### src/rtl/i2c_pkg.sv
// i2c_pkg: shared widths, the op record and the responder state encoding
// for the I2C environment.
package i2c_pkg;
    localparam int I2C_SLAVE_ADDR_SIZE = 7;
    localparam int I2C_BYTE_SIZE = 8;

    typedef struct packed {
        logic [I2C_SLAVE_ADDR_SIZE-1:0] addr;
        logic                           rw;
    } i2c_op_t;

    typedef enum logic [2:0] {
        ST_IDLE,
        ST_ADDR,
        ST_ADDR_ACK,
        ST_WR_BYTE,
        ST_WR_ACK,
        ST_RD_BYTE,
        ST_RD_ACK,
        ST_IGNORE
    } i2c_resp_state_t;
endpackage

### src/rtl/i2c_line_sync.sv
// i2c_line_sync: two-flop synchronizers plus a history stage for SCL/SDA,
// producing SCL edge pulses and START/STOP events on the synchronized lines.
module i2c_line_sync (
    input  logic clk,
    input  logic rst_n,
    input  logic scl_i,
    input  logic sda_i,
    output logic sda_o,
    output logic scl_rise_o,
    output logic scl_fall_o,
    output logic start_o,
    output logic stop_o
);
    // [1:0] synchronizer, [2] history; reset to the idle-high bus level
    logic [2:0] scl_q, sda_q;

    always_ff @(posedge clk or negedge rst_n) begin
        if (!rst_n) begin
            scl_q <= '1;
            sda_q <= '1;
        end else begin
            scl_q <= {scl_q[1:0], scl_i};
            sda_q <= {sda_q[1:0], sda_i};
        end
    end

    assign sda_o      = sda_q[1];
    assign scl_rise_o = scl_q[1] & ~scl_q[2];
    assign scl_fall_o = ~scl_q[1] & scl_q[2];
    assign start_o    = scl_q[1] & scl_q[2] & ~sda_q[1] & sda_q[2];
    assign stop_o     = scl_q[1] & scl_q[2] & sda_q[1] & ~sda_q[2];
endmodule

### src/rtl/i2c_slave_responder.sv
// i2c_slave_responder: I2C target that ACKs SLAVE_ADDR, hands write bytes to the
// fabric and fetches read bytes on demand, driving SDA open-drain.
module i2c_slave_responder #(
    parameter int I2C_SLAVE_ADDR_SIZE = i2c_pkg::I2C_SLAVE_ADDR_SIZE,
    parameter int I2C_BYTE_SIZE = i2c_pkg::I2C_BYTE_SIZE,
    parameter logic [I2C_SLAVE_ADDR_SIZE-1:0] SLAVE_ADDR = 7'h22
) (
    input  logic                           clk,
    input  logic                           rst_n,
    input  logic                           scl_i,
    input  logic                           sda_i,
    output logic                           sda_drive_low,
    output logic                           op_valid,
    output logic [I2C_SLAVE_ADDR_SIZE-1:0] op_addr,
    output logic                           op_rw,
    output logic                           wr_valid,
    output logic [I2C_BYTE_SIZE-1:0]       wr_data,
    output logic                           rd_req,
    input  logic [I2C_BYTE_SIZE-1:0]       rd_data,
    output logic                           stop_seen,
    output logic                           busy
);
    import i2c_pkg::*;

    localparam int BW = I2C_BYTE_SIZE;
    localparam logic [3:0] LAST_BIT = 4'(BW - 1);
    localparam logic [3:0] ALL_BITS = 4'(BW);

    logic sda_s, scl_rise, scl_fall, start_ev, stop_ev, ack_rd;
    i2c_resp_state_t state_q, state_d;
    logic [3:0] cnt_q, cnt_d;
    logic [BW-1:0] shift_q, shift_d, byte_in, wr_data_q, wr_data_d;
    i2c_op_t op_q, op_d;
    logic sda_q, sda_d, op_valid_q, op_valid_d, wr_valid_q, wr_valid_d;
    logic rd_req_q, rd_req_d, stop_q, stop_d, busy_q, busy_d, load_q, load_d;

    i2c_line_sync u_sync (
        .clk       (clk),
        .rst_n     (rst_n),
        .scl_i     (scl_i),
        .sda_i     (sda_i),
        .sda_o     (sda_s),
        .scl_rise_o(scl_rise),
        .scl_fall_o(scl_fall),
        .start_o   (start_ev),
        .stop_o    (stop_ev)
    );

    assign byte_in = {shift_q[BW-2:0], sda_s};
    assign ack_rd  = (state_q == ST_ADDR_ACK) && op_q.rw;

    // ACK phases use cnt_q as a sub-phase: 0 = before the driving fall, 1 = ACK held
    always_comb begin
        state_d    = state_q;
        cnt_d      = cnt_q;
        shift_d    = load_q ? rd_data : shift_q;
        op_d       = op_q;
        wr_data_d  = wr_data_q;
        sda_d      = sda_q;
        busy_d     = busy_q;
        load_d     = rd_req_q;
        op_valid_d = 1'b0;
        wr_valid_d = 1'b0;
        rd_req_d   = 1'b0;
        stop_d     = 1'b0;
        if (start_ev || stop_ev) begin
            state_d = start_ev ? ST_ADDR : ST_IDLE;
            stop_d  = stop_ev;
            sda_d   = 1'b0;
            cnt_d   = '0;
            busy_d  = 1'b0;
        end else begin
            case (state_q)
                ST_ADDR: if (scl_rise) begin
                    shift_d = byte_in;
                    cnt_d   = cnt_q + 4'd1;
                    if (cnt_q == LAST_BIT) begin
                        cnt_d = '0;
                        if (byte_in[BW-1 -: I2C_SLAVE_ADDR_SIZE] == SLAVE_ADDR) begin
                            state_d    = ST_ADDR_ACK;
                            op_d       = i2c_op_t'(byte_in);
                            op_valid_d = 1'b1;
                            busy_d     = 1'b1;
                        end else begin
                            state_d = ST_IGNORE;
                        end
                    end
                end
                ST_ADDR_ACK, ST_WR_ACK: if (scl_fall) begin
                    if (cnt_q == '0) begin
                        sda_d      = 1'b1;
                        cnt_d      = 4'd1;
                        rd_req_d   = ack_rd;
                        wr_valid_d = state_q == ST_WR_ACK;
                        wr_data_d  = (state_q == ST_WR_ACK) ? shift_q : wr_data_q;
                    end else begin
                        state_d = ack_rd ? ST_RD_BYTE : ST_WR_BYTE;
                        sda_d   = ack_rd ? ~shift_q[BW-1] : 1'b0;
                        shift_d = ack_rd ? shift_q << 1 : shift_q;
                        cnt_d   = ack_rd ? 4'd1 : 4'd0;
                    end
                end
                ST_WR_BYTE: if (scl_rise) begin
                    shift_d = byte_in;
                    cnt_d   = (cnt_q == LAST_BIT) ? 4'd0 : cnt_q + 4'd1;
                    state_d = (cnt_q == LAST_BIT) ? ST_WR_ACK : ST_WR_BYTE;
                end
                ST_RD_BYTE: if (scl_fall) begin
                    if (cnt_q == ALL_BITS) begin
                        state_d = ST_RD_ACK;
                        sda_d   = 1'b0;
                        cnt_d   = '0;
                    end else begin
                        sda_d   = ~shift_q[BW-1];
                        shift_d = shift_q << 1;
                        cnt_d   = cnt_q + 4'd1;
                    end
                end
                ST_RD_ACK: if (scl_rise) begin
                    state_d  = sda_s ? ST_IGNORE : ST_RD_BYTE;
                    rd_req_d = ~sda_s;
                    busy_d   = ~sda_s;
                end
                default: ;
            endcase
        end
    end

    always_ff @(posedge clk or negedge rst_n) begin
        if (!rst_n) begin
            state_q    <= ST_IDLE;
            cnt_q      <= '0;
            shift_q    <= '0;
            op_q       <= '0;
            wr_data_q  <= '0;
            sda_q      <= 1'b0;
            op_valid_q <= 1'b0;
            wr_valid_q <= 1'b0;
            rd_req_q   <= 1'b0;
            stop_q     <= 1'b0;
            busy_q     <= 1'b0;
            load_q     <= 1'b0;
        end else begin
            state_q    <= state_d;
            cnt_q      <= cnt_d;
            shift_q    <= shift_d;
            op_q       <= op_d;
            wr_data_q  <= wr_data_d;
            sda_q      <= sda_d;
            op_valid_q <= op_valid_d;
            wr_valid_q <= wr_valid_d;
            rd_req_q   <= rd_req_d;
            stop_q     <= stop_d;
            busy_q     <= busy_d;
            load_q     <= load_d;
        end
    end

    assign sda_drive_low = sda_q;
    assign op_valid      = op_valid_q;
    assign op_addr       = op_q.addr;
    assign op_rw         = op_q.rw;
    assign wr_valid      = wr_valid_q;
    assign wr_data       = wr_data_q;
    assign rd_req        = rd_req_q;
    assign stop_seen     = stop_q;
    assign busy          = busy_q;
endmodule

### config.mk
export PLATFORM = sky130hd
export DESIGN_NAME = i2c_slave_responder
export DESIGN_NICKNAME = d
export VERILOG_FILES = /design/src/rtl/i2c_pkg.sv /design/src/rtl/i2c_line_sync.sv /design/src/rtl/i2c_slave_responder.sv
export SDC_FILE = /design/constraint.sdc
export NUM_CORES = 1
export LEC_CHECK = 0
export ABC_AREA = 1
export CAP_MARGIN = 25
export CORE_MARGIN = 3
export CORE_UTILIZATION = 30
export CTS_CLUSTER_DIAMETER = 30
export DETAILED_ROUTE_END_ITERATION = 10
export PLACE_DENSITY = 0.49
export SLEW_MARGIN = 20
export SYNTH_ARGS = -nofsm -noshare
export SYNTH_HDL_FRONTEND = slang
export SYNTH_HIERARCHICAL = 1
export SYNTH_SLANG_ARGS = --single-unit
### constraint.sdc
create_clock -name clk -period 3.3 [get_ports clk]
set_input_delay 0.33 -clock clk [delete_from_list [all_inputs] [get_ports clk]]
set_output_delay 0.33 -clock clk [all_outputs]
set_load 0.01 [all_outputs]
==> results.sh <==
export IMPL_switching_share_pct=45.1
export IMPL_use_met3_pct=3.08
export IMPL_worst_path_most_repeated_cell="nand2_1"
export IMPL_synth_area_per_cell_um2=7.45
export IMPL_crit_path_start="u_sync/sda_q[1]$_DFF_PN1_"
export IMPL_diodes=0
export IMPL_grt_max_degree=45
export IMPL_path_class="flip-flop to flip-flop"
export IMPL_cts_num_sinks=44
export IMPL_numCtsBuffers=5
export IMPL_die_width_um=95.0
export IMPL_ys_flop_type="dfrtp_1"
export IMPL_use_met2_pct=20.3
export IMPL_hp_class="primary input to async pin"
export IMPL_wl_per_cell_um=12.2
export IMPL_clk_latency_ns=0.30
export IMPL_crit_family="simple AND/OR/NAND/NOR gates"
export IMPL_grt_pass1_wl_um=9580
export IMPL_p_seq_share_pct=35.2
export IMPL_finalClockSkew_ns=0.00641
export IMPL_busiest_layer="met2"
export IMPL_port_buffers=33
export IMPL_final_hold_viol_count=0
export IMPL_tritoncts="built"
export IMPL_cts_root_buffer_cell="clkbuf_8"
export IMPL_fillers=760
export IMPL_p_leak_uw=0.00142
export IMPL_preCtsSetupSlack_ns=1.16
export IMPL_grt_util_all_layers_pct=13.5
export IMPL_yosys_cell_types_count=30
export IMPL_path_max_fanout=14
export IMPL_hpwl_um=4080
export IMPL_h_tree_depth=2
export IMPL_drive_gt1_share_pct=9.63
export IMPL_synth_largest_area_cell="dfrtp_1"
export IMPL_initial_core_util_pct=31.8
export IMPL_finalPower_uw=2240
export IMPL_synth_nets=333
export IMPL_cpPeakStageDelay_ns=0.57
export IMPL_ctsLongestPathBuffers=2
export IMPL_post_cts_repair_setup_buffers=0
export IMPL_rows=31
export IMPL_nets=366
export IMPL_power_density_mw_per_mm2=776
export IMPL_p_comb_share_pct=48.8
export IMPL_vias=2046
export IMPL_yosysMostFrequentCell="nand2_1"
export IMPL_worstPathCellList="inv_1 > nand2_1 > nor2_1 > nor2_4 > inv_4 > nor4_4 > nand2_4 > nand2_1 > nand2_1"
export IMPL_ys_top_cells_by_count="104 x nand2_1, 38 x dfrtp_1, 37 x inv_1"
export IMPL_ys_seq_area_share_pct=46.6
export IMPL_areaGrowthSynthToFinish_pct=21.3
export IMPL_max_cap_viol_count=0
export IMPL_grt_pass1_vias=1998
export IMPL_grt_overflow_total=0
export IMPL_tns_ns=0
export IMPL_route_detailed_drc=0
export IMPL_path_buf_inv=2
export IMPL_cpMaxStageDelayCell="dfstp_2"
export IMPL_die_height_um=95.0
export IMPL_ant_nets=0
export IMPL_p_sw_uw=1010
export IMPL_tightest_slew_ns=0.558
export IMPL_status="finished clean"
export IMPL_crit_path_end_kind="flip-flop"
export IMPL_synthTopCellsByArea="dfrtp_1 40%, nand2_1 16%, nand3_1 6.7%"
export IMPL_ctsResizeCount=0
export IMPL_clk_pin_slew_worst_paths_ns=0.08
export IMPL_hold_buffers=0
export IMPL_drv_slew=0
export IMPL_synth_cells=319
export IMPL_p_int_uw=1230
export IMPL_drtIter0Drc=166
export IMPL_gp_congestion=0.901
export IMPL_synth_edff_count=0
export IMPL_pwr_share_clk_pct=16.0
export IMPL_rsz0062_at_grt="no"
export IMPL_syn_cell_area_mm2=0.00238
export IMPL_cp_required_ns=3.49
export IMPL_met1_usage_pct=19.5
export IMPL_ys_seq_elements=44
export IMPL_r2r_start="u_sync/sda_q[1]$_DFF_PN1_"
export IMPL_die_area_mm2=0.00903
export IMPL_async_reset_ff_share_pct=100
export IMPL_dr_pass1_iters=4
export IMPL_crit_arrival_ns=2.33
export IMPL_core_mm2=0.00749
export IMPL_via_per_inst=4.53
export IMPL_netlist_area_leader_share_pct=40.0
export IMPL_num_io_pins=34
export IMPL_setup_viol=0
export IMPL_ir_drop_mv=0.282
export IMPL_maxSlewHeadroom_pct=62.5
export IMPL_max_freq_mhz=467
export IMPL_antenna_found_initial=0
export IMPL_wl_um=5530
export IMPL_start_kind="flip-flop"
export IMPL_fin_crit_sh_pct=64.8
export IMPL_yosysWarningCount=6
export IMPL_postLayoutSetupSlackWorst_ns=1.16
export IMPL_finalCoreUtilization_pct=38.5
export IMPL_finalCriticalPeriod_ns=2.14
## path summary, 6_finish.rpt
kind / depth (start not counted) / to / slack [ns]
worst max-delay path: 9 / shift_q[6]$_DFFE_PN0P_ / 1.16
worst min-delay path: 1 / stop_seen$_DFF_PN0_ / 0.03
worst max register to register: 9 / shift_q[6]$_DFFE_PN0P_ / 1.16
worst min register to register: 0 / u_sync/scl_q[1]$_DFF_PN1_ / 0.36
max in group asynchronous: 1 / u_sync/sda_q[0]$_DFF_PN1_ / 2.90
min in group clk: 0 / u_sync/scl_q[1]$_DFF_PN1_ / 0.36
## cells in the final DEF (no fill, tap or decap), types with 3 or more instances in the layout
cell and count:
nand2_1 104, dfrtp_1 38, inv_1 37, nand3_1 32, nor2_1 32, clkdlybuf4s50_1 32, o21ai_0 24, clkbuf_8 6
dfstp_2 6, a21oi_1 5, inv_2 4, nand3_2 3, nand4_1 3, o211ai_1 3
## power by group through the flow
stage	clock (uW)	sequential (uW)	combinational, uW
floorplan	0	771	817
global placement	0	795	1090
detailed placement	0	795	1090
CTS	371	785	1100
global route	396	806	1280
finish	358	787	1090
## cells by family after synthesis
logic type / share of synthesized area (%)
adder cells (fa/ha/maj): 1.05
AO/OA/AOI/OAI: 8.42
AND/OR/NAND/NOR: 35.5
flip-flops: 46.6
buffers and inverters: 8.42
## flip-flops by register name, summed over array words and instances (netlist names)
signal         cells
busy               1
sda_drive_low      1
shift_q            8
u_sync/sda_q       3
state_q            3
stop_seen          1
rd_req             1
op_rw              1
wr_valid           1
u_sync/scl_q       3
wr_data            8
cnt_q              4
load_q             1
op_valid           1
op_addr            7
## worst reg2reg max path: cells and delay by family (launching register included)
kind | cells | cell delay, ns
simple gates | 7 | 1.31
buf+inv | 2 | 0.17
flops | 1 | 0.57
## metrics by stage
stage | cells | cell area (um^2) | hold WS, ns
2_1_floorplan | 319 | 2380 | 0.0344
3_3_place_gp | 444 | 2790 | 0.352
3_5_place_dp | 444 | 2790 | 0.351
4_1_cts | 452 | 2880 | 0.236
5_1_grt | 452 | 2880 | 0.0635
6_report | 452 | 2880 | 0.0260
## area by class of cell
| type | instances | area, um^2 | share of cell area [%] |
|---|---|---|---|
| timing repair buffer | 33 | 328 | 11.4 |
| clock inverter | 1 | 7.51 | 0.260 |
| clock buffer | 7 | 86.3 | 2.99 |
| sequential | 44 | 1110 | 38.5 |
| tap | 99 | 124 | 4.30 |
| multi-input combinational | 226 | 1070 | 37.1 |
| inverter | 42 | 160 | 5.56 |
## per-layer routing
layer | vias to the layer above | part of all wire, % | routed length, um
li1 | 1075 | - | -
met1 | 920 | 52 | 2880
met2 | 47 | 43 | 2350
met3 | 4 | 4.5 | 251
met4 | 0 | 0.80 | 44
met5 | - | 0 | 0
(Power assumes the default switching activity.)
